### src/rtl/mau_window_ctrl.sv
// ============================================================================
// mau_window_ctrl : sequencer for the 7x7 line-memory window unit; paces the
//                   pixel stream, injects end-of-frame padding shifts and
//                   tags each window with its centre coordinates.
// Revision 1.0
// ============================================================================
`default_nettype none

module mau_window_ctrl #(
   parameter int IMG_WIDTH  = 640,
   parameter int IMG_HEIGHT = 480,
   parameter int COL_W      = 10,
   parameter int ROW_W      = 9,
   parameter int PIX_W      = 20
) (
   input  logic             clk,
   input  logic             reset,
   input  logic             in_valid,
   input  logic             in_sof,
   output logic             in_ready,
   output logic             mau_data_enable,
   output logic             mau_pad_sel,
   output logic             out_valid,
   output logic [ROW_W-1:0] out_row,
   output logic [COL_W-1:0] out_col,
   output logic             out_border,
   output logic             frame_done,
   output logic             busy,
   output logic             sof_err
);

   typedef enum logic [1:0] {S_IDLE, S_FILL, S_STREAM, S_FLUSH} state_t;

   localparam logic [PIX_W-1:0] FILL_N    = PIX_W'(3*IMG_WIDTH + 3);
   localparam logic [PIX_W-1:0] NPIX_M1   = PIX_W'(IMG_WIDTH*IMG_HEIGHT - 1);
   localparam logic [PIX_W-1:0] FLUSH_END = PIX_W'(IMG_WIDTH*IMG_HEIGHT + 3*IMG_WIDTH + 2);
   localparam logic [PIX_W-1:0] PIX_ONE   = PIX_W'(1);
   localparam logic [COL_W-1:0] COL_LAST  = COL_W'(IMG_WIDTH - 1);
   localparam logic [COL_W-1:0] COL_HI    = COL_W'(IMG_WIDTH - 4);
   localparam logic [COL_W-1:0] COL_LO    = COL_W'(3);
   localparam logic [COL_W-1:0] COL_ONE   = COL_W'(1);
   localparam logic [ROW_W-1:0] ROW_LAST  = ROW_W'(IMG_HEIGHT - 1);
   localparam logic [ROW_W-1:0] ROW_HI    = ROW_W'(IMG_HEIGHT - 4);
   localparam logic [ROW_W-1:0] ROW_LO    = ROW_W'(3);
   localparam logic [ROW_W-1:0] ROW_ONE   = ROW_W'(1);

   state_t           state_q;
   logic [PIX_W-1:0] in_cnt_q, shift_cnt_q;
   logic [ROW_W-1:0] row_q, r1_q, out_row_q;
   logic [COL_W-1:0] col_q, c1_q, out_col_q;
   logic             v1_q, b1_q, l1_q;
   logic             out_valid_q, out_border_q, frame_done_q, sof_err_q;

   logic acc, restart, streaming, kill, shift, win, border_d, last_d;

   assign in_ready  = ~reset & (state_q != S_FLUSH);
   assign acc       = in_valid & in_ready;
   assign restart   = acc & in_sof;
   assign streaming = (state_q == S_FILL) | (state_q == S_STREAM);
   assign kill      = restart & streaming;
   assign shift     = ((state_q == S_FLUSH) & ~reset) | restart | (acc & streaming);
   // The restart shift is pixel 0 of a new frame, so it never yields a window.
   assign win       = shift & ~restart & (shift_cnt_q >= FILL_N);

   assign border_d = (row_q < ROW_LO) | (row_q > ROW_HI) | (col_q < COL_LO) | (col_q > COL_HI);
   assign last_d   = (row_q == ROW_LAST) & (col_q == COL_LAST);

   assign mau_data_enable = shift;
   assign mau_pad_sel     = (state_q == S_FLUSH) & ~reset;
   assign busy            = (state_q != S_IDLE);
   assign out_valid       = out_valid_q;
   assign out_row         = out_row_q;
   assign out_col         = out_col_q;
   assign out_border      = out_border_q;
   assign frame_done      = frame_done_q;
   assign sof_err         = sof_err_q;

   always_ff @(posedge clk) begin
      if (reset) begin
         state_q      <= S_IDLE;
         in_cnt_q     <= '0;
         shift_cnt_q  <= '0;
         row_q        <= '0;
         col_q        <= '0;
         v1_q         <= 1'b0;
         r1_q         <= '0;
         c1_q         <= '0;
         b1_q         <= 1'b0;
         l1_q         <= 1'b0;
         out_valid_q  <= 1'b0;
         out_row_q    <= '0;
         out_col_q    <= '0;
         out_border_q <= 1'b0;
         frame_done_q <= 1'b0;
         sof_err_q    <= 1'b0;
      end else begin
         sof_err_q <= kill;

         // Two-stage tag pipeline tracks the window unit's cell + output registers.
         v1_q <= win;
         if (win) begin
            r1_q <= row_q;
            c1_q <= col_q;
            b1_q <= border_d;
            l1_q <= last_d;
         end
         out_valid_q  <= v1_q & ~kill;
         frame_done_q <= v1_q & ~kill & l1_q;
         if (v1_q & ~kill) begin
            out_row_q    <= r1_q;
            out_col_q    <= c1_q;
            out_border_q <= b1_q;
         end

         if (restart) begin
            row_q <= '0;
            col_q <= '0;
         end else if (win) begin
            if (col_q == COL_LAST) begin
               col_q <= '0;
               row_q <= (row_q == ROW_LAST) ? '0 : row_q + ROW_ONE;
            end else begin
               col_q <= col_q + COL_ONE;
            end
         end

         if (restart) begin
            state_q     <= S_FILL;
            in_cnt_q    <= PIX_ONE;
            shift_cnt_q <= PIX_ONE;
         end else begin
            case (state_q)
               S_FILL, S_STREAM: begin
                  if (acc) begin
                     in_cnt_q    <= in_cnt_q + PIX_ONE;
                     shift_cnt_q <= shift_cnt_q + PIX_ONE;
                     if (in_cnt_q == NPIX_M1)
                        state_q <= S_FLUSH;
                     else if (shift_cnt_q == FILL_N)
                        state_q <= S_STREAM;
                  end
               end
               S_FLUSH: begin
                  shift_cnt_q <= shift_cnt_q + PIX_ONE;
                  if (shift_cnt_q == FLUSH_END)
                     state_q <= S_IDLE;
               end
               default: ;
            endcase
         end
      end
   end

endmodule

`default_nettype wire

### config.mk
export PLATFORM = sky130hd
export DESIGN_NAME = mau_window_ctrl
export DESIGN_NICKNAME = d
export VERILOG_FILES = /design/src/rtl/mau_window_ctrl.sv
export SDC_FILE = /design/constraint.sdc
export NUM_CORES = 1
export LEC_CHECK = 0
export BUFFER_PORTS_ARGS = -buffer_cell sky130_fd_sc_hd__buf_2
export CAP_MARGIN = 20
export CORE_MARGIN = 4
export CORE_UTILIZATION = 25
export CTS_BUF_LIST = sky130_fd_sc_hd__clkbuf_4 sky130_fd_sc_hd__clkbuf_8
export DETAILED_ROUTE_END_ITERATION = 10
export SYNTH_ARGS = -nofsm -noshare
export SYNTH_HDL_FRONTEND = slang
export SYNTH_SLANG_ARGS = --single-unit
### constraint.sdc
create_clock -name clk -period 2.35 [get_ports clk]
set_input_delay 0.3525 -clock clk [delete_from_list [all_inputs] [get_ports clk]]
set_output_delay 0.3525 -clock clk [all_outputs]
set_load 0.1 [all_outputs]
### Yosys cells after proc, flatten, opt, wreduce, memory -nomap -nowiden

Cells that the tools add are included.

| cells by class | value |
|---|---|
| add/subtract/negate cells | 4 |
| bitwise gates (word level) | 20 |
| equal/unequal tests | 15 |
| muxes and demuxes | 14 |
| reductions and logical operators | 14 |
| magnitude comparators | 5 |

Operators with widths:

| kind | number |
|---|---|
| $add 20x1->20 const B | 2 |
| $eq 20x19->1 const B | 2 |
| $pmux 20 s2 | 1 |
| $eq 20x11->1 const B | 1 |
| $ge 20x11->1 const B | 1 |
| $mux 20 | 1 |
| $and 1x1->1 | 11 |
| $add 10x1->10 const B | 1 |
| $eq 10x10->1 const B | 1 |
| $gt 10x10->1 const B | 1 |
| $lt 10x2->1 const B | 1 |
| $mux 10 | 1 |
| $reduce_and 2->1 | 5 |
| $add 9x1->9 const B | 1 |
| $eq 9x9->1 const B | 1 |
| $gt 9x9->1 const B | 1 |
| $lt 9x2->1 const B | 1 |
| $mux 9 | 1 |
| $mux 2 | 4 |
| $reduce_and 4->1 | 2 |
| $reduce_bool 2->1 | 4 |
| $ne 3x3->1 const B | 2 |
| $or 1x1->1 | 6 |
| $mux 1 | 5 |
| 10 further kinds | 15 |

| storage, ports and cells | value |
|---|---|
| bits in registers | 106 |
| bits of input ports | 4 |
| logic and storage cells | 91 |
| output and inout bits | 27 |

### Logic depth before layout (Yosys ltp)

Gate-level depths: netlist of the first run.

| depth | value |
|---|---|
| depth after elaboration | 9 |
| gate-level depth with buffers | 10 |
| depth with buffers taken out | 8 |

### Least setup slack after synthesis of the first run

Ideal clock, no wire load.

| path | value |
|---|---|
| path type | reg-to-output |
| start | reg state_q[0] |
| end | out mau_data_enable |
| data required time | 1.997 ns |
| data arrival time | 2.932 ns |
| cell stages (with the launch flop) | 5 |
| buffers on the path | 0 |
| slack | -0.935 ns |
| cells stage by stage | dfxtp_1 -> ha_1 -> nor2_1 -> nand3_1 -> nand2_1 |

| between the ends | value |
|---|---|
| word-level cells in the longest chain between the ends | 6 |
| elaborated cells on any way between the ends | 12 |
| classes of those cells | 4 x eq/ne; 8 x bitwise |

Ends and longest elaborated chain:

| element | line | text |
|---|---|---|
| start, declared | 47 | `state_t state_q;` |
| start signal, assigned | 80 | `state_q <= S_IDLE;` |
| start signal, assigned | 128 | `state_q <= S_FILL;` |
| start signal, assigned | 138 | `state_q <= S_FLUSH;` |
| $ne 2x2->1 (*) | 56 | `assign in_ready = ~reset & (state_q != S_FLUSH);` |
| $and 1x1->1 (*) | 56 |  |
| net in_ready | 20 | `output logic in_ready,` |
| $and 1x1->1 (*) | 57 | `assign acc = in_valid & in_ready;` |
| $and 1x1->1 | 58 | `assign restart = acc & in_sof;` |
| $or 1x1->1 | 61 | `assign shift = ((state_q == S_FLUSH) & ~reset) \| restart \| (acc & streaming);` |
| $or 1x1->1 (*) | 61 |  |
| end, declared | 21 | `output logic mau_data_enable,` |

The timed path passes the listed nets; every way through them passes the cells marked *.

### Worst setup path after layout of the first run

| path | value |
|---|---|
| start | reg state_q[0] |
| end | reg state_q[0] |

| between the ends | value |
|---|---|
| word-level cells in the longest chain between the ends | 6 |
| elaborated cells on any way between the ends | 15 |
| classes of those cells | 7 x eq/ne; 2 x mux; 3 x bitwise; 3 x reduce/logical |

Ends and longest elaborated chain:

| element | line |
|---|---|
| $ne 2x2->1 | 56 |
| $and 1x1->1 | 56 |
| $and 1x1->1 | 57 |
| $and 1x1->1 | 58 |
| $ne 4x4->1 (no source line) (tied with other cells) | n/a |
| $reduce_and 4->1 (no source line) | n/a |

Several ways; a longest one is shown, not always the timed one.
A chain may end at the register's enable or synchronous reset.

==> impl_metrics.csv, run 1 <==
group,metric,value,unit
sta,setup_viol,0,
floorplan,starting_density,0.258,
clock_tree,cts_num_sinks,106,
grt,globalRoute.totalOverflow,0,
grt,antenna_violations_before_repair,0,
yosys,synth_seq_area_share,0.452,
sta,final-max-slew-violation-count,0,
floorplan,chipHeight,145,µm
sta,fin_crit,2.24,ns
cells_and_area,layout.nets,600,
floorplan,horiz_die_dim,145,µm
yosys,ys.flop_type,"sky130_fd_sc_hd__dfxtp_1",
sta,period_share,0.953,
drt,number_of_drc_markers_after_the_initial_detailed_route_iteration,300,
clock_tree,clk_latency,0.38,ns
place,placedInstanceArea,5300,µm²
floorplan,floorplan.rows,49,
drt,via_count,3805,
floorplan,die_area,21100,µm²
grt,groute.usage.overall,0.0992,
clock_tree,ctsRootBufferMaster,"sky130_fd_sc_hd__clkbuf_8",
status,status,"completed",
grt,grt_pass1_vias,3609,
sta,max-slew-margin-rel,0.670,
grt,globalRouteMet3Util,0.0259,
drt,postRouteWirelength,10300,µm
sta,report.final.hold_viol_count,0,
critical_path,cp-start-kind,"register",
drt,final_antenna_net_count,0,
clock_tree,ctsHtreeMaxLevel,3,
run,cap_violations,0,
place,io_buf_count,30,
yosys,synthesis.area,4700,µm²
cells_and_area,multi_input_gate_area,2500,µm²
clock_tree,path_clk_slew,0.10,ns
grt,grt_pass1_wl,17900,µm
power,cellLeakagePower,0.00191,µW
yosys,netlist-cell-type-count,53,
power,cellPowerDensity,561,nW/µm²
clock_tree,clockBufferDepth,2,
critical_path,critical_path_peak_fanout,6,
critical_path,worst-endpoint-arrival,2.50,ns
yosys,ys_seq_elements,106,
critical_path,r2r_cells,10,
floorplan,boundaryPins,31,
power,total_power,3130,µW
yosys,ys_async_sr_fraction,0,
yosys,yosys_synthesis_warning_count,0,
yosys,syn_inst,539,
clock_tree,tritoncts,"built",
min_path,min_delay_path_depth,2,
grt,grt.busiest_layer,"met2",
critical_path,critical_path_class,"register to register",
min_path,hold_path.class,"input port to register",
yosys,avgSynthCellArea,8.72,µm²
critical_path,worstSetupEndpointType,"register",
cells_and_area,fill_cells,1893,
grt,maximum_number_of_pins_on_one_net_before_global_route_repair,45,
power,max_rail_drop_vdd,309,µV
sta,tightestPinTransition,0.493,ns
cells_and_area,final_layout_size_suffix_gt1_frac,0.168,
grt,groute.layer.met2.usage,0.152,
cells_and_area,n_antenna_cell,0,
yosys,synth_fp_nets,553,
grt,grt_util_met1,0.138,
cells_and_area,final_area,5590,µm²
cells_and_area,area_delta_synth_final,18.9,%
drt,drt-pass1-iter-count,4,
critical_path,critPathRequiredTime,2.61,ns
sta,timing.fmax,447,MHz
drt,remaining_drc_errors,0,
floorplan,core_region_area,18200,µm²
cells_and_area,layout.area.seq,2120,µm²
clock_tree,cts_made_buffers,9,
yosys,synth_edf_count,0,
sta,finalClockSkew,0.0165,ns
drt,route.detailed.wl_per_inst,12.6,µm
place,routabilityCongestion,0.817,
drt,routed_via_density,4.64,
place,place.detailed.hpwl,7140,µm
[worst max-delay path, stage by stage (launching register included)]
cell	delay, ns
sky130_fd_sc_hd__dfxtp_1	0.37
sky130_fd_sc_hd__inv_1	0.06
sky130_fd_sc_hd__ha_2	0.36
sky130_fd_sc_hd__nor4bb_4	0.25
sky130_fd_sc_hd__buf_4	0.17
sky130_fd_sc_hd__buf_4	0.13
sky130_fd_sc_hd__nand3_1	0.11
sky130_fd_sc_hd__o31ai_2	0.25
sky130_fd_sc_hd__buf_4	0.16
sky130_fd_sc_hd__o211ai_1	0.09
sky130_fd_sc_hd__nor3b_2	0.17
[power breakdown]
| group | switching, µW | total, µW | internal, µW |
|---|---|---|---|
| combinational | 82.5 | 116 | 33.9 |
| clock | 661 | 1210 | 552 |
| sequential | 4.88 | 1800 | 1800 |
[cell families (layout without fill, tap and decap cells)]
group	count (synthesis)	count (layout)	synth area share
xor gates and xnor gates	36	36	0.0671
adders and majority gates	10	10	0.0266
AOI/OAI and AO/OA	86	86	0.121
DFF	106	106	0.452
and+or+nand+nor	242	242	0.256
buffers and inverters	38	90	0.0333
muxes	21	21	0.0447
[state kept, by name, summed over array words and instances (netlist names)]
name,cells
shift_cnt_q,20
in_cnt_q,20
b1_q,1
col_q,10
v1_q,1
row_q,9
out_border,1
l1_q,1
frame_done,1
out_col,10
c1_q,10
r1_q,9
state_q,2
out_valid,1
sof_err,1
out_row,9
[layout by cell type (no fill, tap or decap), drive strengths merged, types with 4 or more instances in the layout]
master and count:
dfxtp 106, nand2 69, nor2 66, buf 57, a21oi 42, nand3 24, mux2i 21, xor2 20
inv 19, nor3 16, xnor2 16, nand4 14, o21ai 12, clkbuf 12, or4 10, o31ai 10
ha 10, and4 9, or3 7, o211ai 5, nor2b 4, and3 4, a211oi 4, nor4 4
[synthesized netlist by cell type, types with 2 or more instances]
| cell | n | area, µm² |
|---|---|---|
| sky130_fd_sc_hd__nor3_1 | 16 | 80.1 |
| sky130_fd_sc_hd__o2111ai_1 | 2 | 17.5 |
| sky130_fd_sc_hd__o21ai_0 | 10 | 50.1 |
| sky130_fd_sc_hd__nor4_1 | 4 | 25.0 |
| sky130_fd_sc_hd__inv_1 | 15 | 56.3 |
| sky130_fd_sc_hd__nor2_1 | 66 | 248 |
| sky130_fd_sc_hd__buf_2 | 5 | 25.0 |
| sky130_fd_sc_hd__or4_1 | 9 | 67.6 |
| sky130_fd_sc_hd__a211oi_1 | 4 | 30.0 |
| sky130_fd_sc_hd__or2_2 | 2 | 12.5 |
| sky130_fd_sc_hd__nand4bb_1 | 2 | 22.5 |
| sky130_fd_sc_hd__ha_1 | 10 | 125 |
| sky130_fd_sc_hd__nand2b_1 | 2 | 12.5 |
| sky130_fd_sc_hd__xnor2_1 | 16 | 140 |
| sky130_fd_sc_hd__nor4b_1 | 2 | 17.5 |
| sky130_fd_sc_hd__mux2i_1 | 21 | 210 |
| sky130_fd_sc_hd__o21a_1 | 2 | 15.0 |
| sky130_fd_sc_hd__buf_4 | 2 | 15.0 |
| sky130_fd_sc_hd__and4_1 | 9 | 78.8 |
| sky130_fd_sc_hd__xor2_1 | 20 | 175 |
| sky130_fd_sc_hd__o211ai_1 | 4 | 30.0 |
| sky130_fd_sc_hd__clkbuf_1 | 12 | 45.0 |
| sky130_fd_sc_hd__buf_1 | 3 | 11.3 |
| sky130_fd_sc_hd__dfxtp_1 | 106 | 2120 |
| sky130_fd_sc_hd__nand3_1 | 24 | 120 |
| sky130_fd_sc_hd__a21oi_1 | 42 | 210 |
| sky130_fd_sc_hd__and3_1 | 3 | 18.8 |
| sky130_fd_sc_hd__nand4_1 | 14 | 87.6 |
| sky130_fd_sc_hd__nor2b_1 | 4 | 25.0 |
| sky130_fd_sc_hd__or3_1 | 7 | 43.8 |
| sky130_fd_sc_hd__and2_1 | 2 | 12.5 |
| sky130_fd_sc_hd__nand2_1 | 69 | 259 |
| sky130_fd_sc_hd__o31ai_1 | 10 | 75.1 |
[what timing repair did]
item,in CTS,in global routing
endpoints found under the setup margin,3,21
buffers inserted,2,0
hold buffers,0,0
pin swaps,0,1
gates resized for setup,3,12
[final timing paths]
path	startpoint	slack, ns	endpoint
worst max-delay path	state_q[0]	0.11	state_q[0]
worst min-delay path	reset	0.35	in_cnt_q[0]
worst max register to register	state_q[0]	0.11	state_q[0]
worst min register to register	l1_q	0.45	l1_q
[area by class of cell]
| type | instances | share of cell area |
|---|---|---|
| clock buffers | 11 | 0.0260 |
| repair buffers | 58 | 0.0721 |
| multi-input cells | 395 | 0.447 |
| inverters | 16 | 0.0112 |
| flip-flops and latches | 106 | 0.380 |
| well taps | 229 | 0.0513 |
| clock inverters | 5 | 0.0121 |
[layer usage]
layer  vias to the layer above  wire length (µm)
met1                      1760              5300
met2                        52              4510
li1                       1982                 -
met4                         0               123
met5                         -                 0
met3                        11               402
[metrics by stage]
step	setup WS [ns]	utilization	std cells	hold slack (ns)	TNS [ns]
2_1_floorplan	0.0726	-	539	0.430	0
3_3_place_gp	0.0517	0.291	802	0.441	0
3_5_place_dp	-0.00115	0.291	802	0.446	-0.00115
4_1_cts	0.0578	0.304	820	0.294	0
5_1_grt	-0.00159	0.307	820	0.364	-0.00159
6_report	0.111	0.307	820	0.352	0
Note: power is estimated with default switching activity, not from simulation.
==> run 2, diff against run 1 <==
ABC_AREA = 1   (was default)
CORE_ASPECT_RATIO = 0.7   (was default)
clock period = 1.9 ns   (was 2.35 ns; I/O delays follow)
==> run 2 against run 1 <==
Net effect: the flow now finishes with violations (setup timing); sequential share of layout area decreased by 5.3 points; worst setup slack worse by 0.12 ns; total power rose by 25%; clock power grew 18%; via count rose by 29%; combinational power up 130%; routed wire length increased by 23%; cell area increased by 17%; critical path depth decreased by 2; largest cell class unchanged; highest routed layer unchanged.
==> impl_metrics.csv, run 2 <==
group,metric,value,unit
critical_path,worstSetupStartpoint,"state_q[0]",
yosys,synth-compound-area-share,0.116,
critical_path,critical_path_class,"register to primary output",
drt,via_count,4915,
yosys,synth-xor-area-share,0.0373,
grt,groute.layer.met2.usage,0.157,
floorplan,starting_density,0.257,
cells_and_area,final_area,6520,µm²
place,placedInstanceArea,6090,µm²
critical_path,worstSetupEndpointType,"primary output",
sta,setup_viol,1,
yosys,synthesis.area,5400,µm²
critical_path,path_cells,"ha_4 -> nor2_4 -> nand2_4 -> inv_4 -> nand2_4 -> buf_6 -> nand3b_1 -> buf_12",
grt,grt_pass1_wl,21000,µm
grt,antenna_violations_before_repair,0,
yosys,synthAdderAreaFrac,0.0232,
cells_and_area,layout_commonest_cell,"sky130_fd_sc_hd__nand2_1",
yosys,yosys_synthesis_warning_count,0,
grt,groute.usage.overall,0.105,
run,cap_violations,0,
place,routabilityCongestion,0.885,
cells_and_area,layout_common_cells,"146 x sky130_fd_sc_hd__nand2_1, 136 x sky130_fd_sc_hd__nor2_1, 103 x sky130_fd_sc_hd__dfxtp_1",
critical_path,cpPeakStageDelay,0.37,ns
yosys,yosys.area.top_type_share,0.393,
clock_tree,ctsRootBufferMaster,"sky130_fd_sc_hd__clkbuf_8",
yosys,post-synth-top-count-cell,"sky130_fd_sc_hd__nand2_1",
yosys,largest_family_of_logic_cells_by_synthesized_area,"simple AND/OR/NAND/NOR gates",
yosys,synth_common_cells,"153 x sky130_fd_sc_hd__nand2_1, 140 x sky130_fd_sc_hd__nor2_1, 106 x sky130_fd_sc_hd__dfxtp_1",
floorplan,boundaryPins,31,
critical_path,critPathSlowestCell,"sky130_fd_sc_hd__dfxtp_4",
clock_tree,cts_made_buffers,9,
sta,finalClockSkew,0.0134,ns
yosys,simple_gate_area_share_of_the_yosys_netlist,0.342,
clock_tree,ctsHtreeMaxLevel,3,
sta,fin_setup_tns,-0.00514,ns
critical_path,critical_path_peak_fanout,4,
sta,fin_crit,1.91,ns
status,violations_in_the_final_reports,"setup timing",
grt,globalRouteMet3Util,0.0271,
cells_and_area,layout.nets,850,
clock_tree,cts_hold_repair.buffers,0,
yosys,avgSynthCellArea,6.97,µm²
power,pwr-share-seq,0.569,
power,total_power,3930,µW
power,cellLeakagePower,0.00250,µW
cells_and_area,area_delta_synth_final,20.8,%
sta,period_share,1.00,
critical_path,worst-endpoint-arrival,1.62,ns
yosys,post-synth-top-area-cell,"sky130_fd_sc_hd__dfxtp_1",
critical_path,crit_cells,8,
drt,number_of_drc_markers_after_the_initial_detailed_route_iteration,329,
critical_path,crit_path_frequent_cell,"sky130_fd_sc_hd__nand2_4",
cells_and_area,n_antenna_cell,0,
critical_path,r2r-start,"state_q[0]",
yosys,synth_edf_count,0,
power,power_frac_comb,0.067,
critical_path,critPathCapture,"mau_data_enable",
place,place.detailed.hpwl,9220,µm
clock_tree,path_clk_slew,0.11,ns
drt,remaining_drc_errors,0,
yosys,synth_fp_nets,788,
min_path,hold_path.class,"input port to register",
drt,final_antenna_net_count,0,
drt,postRouteWirelength,12700,µm
grt,globalRoute.totalOverflow,0,
floorplan,floorplan.rows,44,
grt,grt_pass1_vias,4360,
sta,timing.fmax,525,MHz
floorplan,core_region_area,21000,µm²
critical_path,crit-reg2reg-capture,"col_q[1]",
yosys,post_synth_main_area_contributors,"sky130_fd_sc_hd__dfxtp_1 39%, sky130_fd_sc_hd__nand2_1 11%, sky130_fd_sc_hd__nor2_1 9.7%, sky130_fd_sc_hd__inv_1 5.1%, sky130_fd_sc_hd__a21oi_1 5.1%",
critical_path,critPathRequiredTime,1.62,ns
grt,maximum_number_of_pins_on_one_net_before_global_route_repair,38,
power,p_int,2940,µW
yosys,synth_seq_area_share,0.393,
clock_tree,clk_latency,0.37,ns
place,io_buf_count,30,
sta,report.final.hold_viol_count,0,
power,power.net_switching,992,µW
critical_path,cp_top_family,"flip-flops",
yosys,ys.flop_type,"sky130_fd_sc_hd__dfxtp_1",
drt,routed_via_density,4.40,
cells_and_area,layout.core_utilization,0.311,
clock_tree,cts_num_sinks,106,
grt,grt.busiest_layer,"met2",
power,max_rail_drop_vdd,259,µV
clock_tree,clockBufferDepth,2,
sta,max-slew-margin-rel,0.664,
critical_path,reg2reg_slack,0.09,ns
power,clockPowerShare,0.365,
status,status,"finished with violations",
critical_path,cp.buffers_inverters,3,
power,cellPowerDensity,603,nW/µm²
critical_path,r2r_cells,11,
sta,final-max-slew-violation-count,0,
grt,grt_util_met1,0.154,
sta,tightestPinTransition,0.507,ns
drt,route.detailed.wl_per_inst,11.3,µm
yosys,netlist-cell-type-count,35,
cells_and_area,final_layout_size_suffix_gt1_frac,0.190,
critical_path,cp-start-kind,"register",
sta,grt_setup_unrepaired,"yes",
yosys,ys_seq_elements,106,
clock_tree,tritoncts,"built",
floorplan,chipHeight,131,µm
yosys,ys_async_sr_fraction,0,
yosys,synth.area.mux_share,0,
drt,drt-pass1-iter-count,4,
sta,final_critical_path_setup_slack,-0.00514,ns
power,p_sw_frac,0.253,
floorplan,horiz_die_dim,184,µm
floorplan,die_area,24000,µm²
yosys,syn_inst,774,
cells_and_area,reg.largest.list,"in_cnt_q x20, shift_cnt_q x20",
## run 2: changes by cell type after synthesis, moves of 9 or more
| cell | delta |
|---|---|
| sky130_fd_sc_hd__mux2i_1 | -21 |
| sky130_fd_sc_hd__xnor2_1 | -12 |
| sky130_fd_sc_hd__nor2_1 | +74 |
| sky130_fd_sc_hd__o21ai_0 | +40 |
| sky130_fd_sc_hd__nand3_1 | +23 |
| sky130_fd_sc_hd__nand2_1 | +84 |
| sky130_fd_sc_hd__or4_1 | -9 |
| sky130_fd_sc_hd__and4_1 | -9 |
| sky130_fd_sc_hd__inv_1 | +59 |
| sky130_fd_sc_hd__o31ai_1 | -10 |
| sky130_fd_sc_hd__a21oi_1 | +13 |
## run 2: logic make-up after synthesis
logic type / Yosys count
AO/OA/AOI/OAI: 117
XOR/XNOR: 23
adder cells (fa/ha/maj): 10
buffers and inverters: 108
flip-flops: 106
AND/OR/NAND/NOR: 410
## run 2: metal layers
metal | vias to the layer above | share of wire
li1 | 2609 | -
met1 | 2227 | 0.52
met2 | 67 | 0.43
met3 | 12 | 0.036
met4 | 0 | 0.0090
met5 | - | 0
## run 2: stage by stage
step / hold WS, ns / setup slack, ns / instances
after CTS: 0.200 / -0.0641 / 1107
after floorplan: 0.390 / -0.584 / 774
final: 0.216 / -0.00514 / 1117
after detailed placement: 0.444 / -0.00704 / 1085
after global placement: 0.443 / -0.0132 / 1085
after global routing: 0.213 / -0.108 / 1117
## run 2: repair_timing
action,in CTS,in global routing
resized for setup,6,22
endpoints found under the setup margin,5,63
buffers inserted,6,9
pin swaps,3,7
gates cloned,0,1
## run 2: final cells by class
cell class	count	area (µm²)
timing repair buffer	78	572
tap	276	345
clock inverter	7	76.3
clock buffer	9	124
sequential	106	2130
fill	2273	14500
multi-input combinational	561	2940
inverter	80	332
## run 2: worst min-delay path by stage
| stage | from | endpoint | slack (ns) | cells past startpoint |
|---|---|---|---|---|
| finish | in_sof | sof_err | 0.22 | 3 |
| global route | in_sof | sof_err | 0.21 | 3 |
| CTS | in_sof | sof_err | 0.20 | 3 |
| detailed placement | l1_q | frame_done | 0.44 | 2 |
| global placement | l1_q | frame_done | 0.44 | 2 |
| floorplan | in_sof | sof_err | 0.39 | 2 |
## run 2: worst register-to-register path, stage by stage (launching register included)
cell and delay (ns):
sky130_fd_sc_hd__dfxtp_4 0.37, sky130_fd_sc_hd__ha_4 0.17, sky130_fd_sc_hd__nor2_4 0.11, sky130_fd_sc_hd__nand2_4 0.08, sky130_fd_sc_hd__buf_4 0.14, sky130_fd_sc_hd__nor2_4 0.16
sky130_fd_sc_hd__o21ai_2 0.08, sky130_fd_sc_hd__inv_2 0.12, sky130_fd_sc_hd__nand2_8 0.11, sky130_fd_sc_hd__buf_6 0.17, sky130_fd_sc_hd__o21ai_1 0.16, sky130_fd_sc_hd__a21oi_2 0.04
## run 2: power groups by stage
stage | clock [µW] | sequential (µW) | combinational, µW
global placement | 0 | 2290 | 238
finish | 1430 | 2230 | 262
detailed placement | 0 | 2290 | 239
floorplan | 0 | 2290 | 164
CTS | 1500 | 2230 | 253
global route | 1580 | 2240 | 287
==> run 3, diff against run 2 <==
BUFFER_PORTS_ARGS = -buffer_cell sky130_fd_sc_hd__clkbuf_2   (was -buffer_cell sky130_fd_sc_hd__buf_2)
clock period = 1.94 ns   (was 1.9 ns; I/O delays follow)
==> run 3 against run 2 <==
Net effect: the flow now finishes without violations; first-iteration DRC count increased by 1.5%; count of clock-buffer cells in the layout increased by 1; via count decreased by 0.45%; largest power group unchanged; sequential share of layout area increased by 1.1 points; critical endpoint unchanged; total power decreased by 4.7%.
==> impl_metrics.csv, run 3 (synthesized netlist as in run 2, its figures left out) <==
group,metric,value,unit
status,status,"completed",
cells_and_area,layout.area.seq,2130,µm²
cells_and_area,layout.nets,835,
drt,postRouteWirelength,12600,µm
sta,fin_crit,1.85,ns
cells_and_area,layout_common_cells,"148 x sky130_fd_sc_hd__nand2_1, 137 x sky130_fd_sc_hd__nor2_1, 104 x sky130_fd_sc_hd__dfxtp_1",
place,dpl_worst_slack,0.121,ns
cells_and_area,final_area,6290,µm²
place,routabilityCongestion,0.884,
critical_path,critPathRequiredTime,1.65,ns
sta,setup_viol,0,
sta,finalClockSkew,0.0174,ns
run,cap_violations,0,
cells_and_area,final_layout_size_suffix_gt1_frac,0.165,
cells_and_area,area_delta_synth_final,16.6,%
drt,via_count,4893,
cells_and_area,reg.largest.list,"in_cnt_q x20, shift_cnt_q x20",
grt,grt_pass1_vias,4434,
cells_and_area,fill_cells,2290,
cells_and_area,post_layout_nonfiller_instances,1101,
drt,number_of_drc_markers_after_the_initial_detailed_route_iteration,334,
drt,route.detailed.wl_per_inst,11.5,µm
drt,routed_via_density,4.44,
power,total_power,3740,µW
place,post-place-cells,1083,
sta,report.final.hold_viol_count,0,
power,max_rail_drop_vdd,345,µV
drt,final_antenna_net_count,0,
floorplan,horiz_die_dim,184,µm
sta,max-slew-margin-rel,0.635,
sta,period_share,0.954,
critical_path,critical_path_peak_fanout,6,
drt,drt-pass1-iter-count,5,
sta,grt_setup_unrepaired,"yes",
sta,fin_hold_ws,0.304,ns
place,placedInstanceArea,6040,µm²
clock_tree,ctsHtreeMaxLevel,3,
grt,antenna_violations_before_repair,0,
grt,groute.usage.overall,0.107,
min_path,hold_path.class,"input port to register",
cells_and_area,multi_input_gate_area,2880,µm²
sta,tightestPinTransition,0.550,ns
critical_path,worst-endpoint-arrival,1.56,ns
critical_path,worstSetupEndpointType,"primary output",
clock_tree,cts_hold_repair.buffers,0,
clock_tree,clk_latency,0.37,ns
sta,final-max-slew-violation-count,0,
critical_path,cp-start-kind,"register",
grt,maximum_number_of_pins_on_one_net_before_global_route_repair,38,
clock_tree,ctsRootBufferMaster,"sky130_fd_sc_hd__clkbuf_8",
clock_tree,clockBufferDepth,2,
critical_path,reg2reg_slack,0.13,ns
clock_tree,tritoncts,"built",
floorplan,boundaryPins,31,
floorplan,die_area,24000,µm²
clock_tree,path_clk_slew,0.10,ns
cells_and_area,n_antenna_cell,0,
grt,globalRoute.totalOverflow,0,
floorplan,starting_density,0.257,
power,cellLeakagePower,0.00234,µW
floorplan,floorplan.rows,44,
place,place.detailed.hpwl,9430,µm
floorplan,core_region_area,21000,µm²
sta,final_critical_path_setup_slack,0.0884,ns
clock_tree,cts_num_sinks,106,
critical_path,critical_path_class,"register to primary output",
sta,timing.fmax,540,MHz
drt,remaining_drc_errors,0,
clock_tree,cts_made_buffers,9,
grt,grt_pass1_wl,21400,µm
floorplan,chipHeight,131,µm
power,cellPowerDensity,595,nW/µm²
cells_and_area,layout_commonest_cell,"sky130_fd_sc_hd__nand2_1",
place,io_buf_count,30,
[run 3: changes by cell type in the layout (fill, tap and decap cells not counted), sizes merged]
| cell | delta |
|---|---|
| buf | -42 |
| bufinv | -1 |
| clkbuf | +29 |
| clkinv | -2 |
| clkinvlp | -1 |
| inv | +2 |
| nand2 | -1 |
[run 3: metrics by stage]
step,utilization,setup TNS (ns)
after global routing,0.300,-0.00896
after CTS,0.298,0
final,0.300,0
after global placement,0.288,0
after detailed placement,0.288,0
after floorplan,-,-3.09
[run 3: worst paths after layout]
path	start	end	cells after the start
worst max-delay path	state_q[1]	mau_data_enable	7
worst max register to register	state_q[1]	col_q[7]	10
worst min-delay path	in_sof	sof_err	3
worst min register to register	l1_q	frame_done	2
[run 3: what timing repair did]
action                                  CTS  global route
cloned                                    0             0
buffers inserted                          2             2
resized for setup                         3             6
pin swaps                                 2             1
hold endpoints to repair                  0             0
endpoints found under the setup margin    1            27
[run 3: worst max-delay path, stage by stage (launching register included)]
cell and delay [ns]:
sky130_fd_sc_hd__dfxtp_4 0.37, sky130_fd_sc_hd__ha_4 0.18, sky130_fd_sc_hd__nor2_4 0.10, sky130_fd_sc_hd__nand2_4 0.08
sky130_fd_sc_hd__inv_4 0.08, sky130_fd_sc_hd__nand2_4 0.07, sky130_fd_sc_hd__nand3b_1 0.13, sky130_fd_sc_hd__buf_12 0.19
[run 3: power by group]
group	internal [µW]	total [µW]	switching, µW
sequential	2180	2190	5.74
clock	521	1310	790
combinational	78.1	244	166
total	2780	3740	962
[run 3: routing by layer]
metal / up-vias / part of all wire / global-route usage
met2: 53 / 0.42 / 0.162
met1: 2258 / 0.54 / 0.157
met4: 0 / 0.0082 / 0.0236
met5: - / 0 / 0
li1: 2574 / - / -
met3: 8 / 0.027 / 0.0202
[run 3: final cells by class]
cell class              instances  area share
multi-input cells             560       0.458
flip-flops and latches        106       0.338
repair buffers                 64      0.0704
well taps                     276      0.0549
inverters                      80      0.0493
clock buffers                  10      0.0219
clock inverters                 5     0.00756
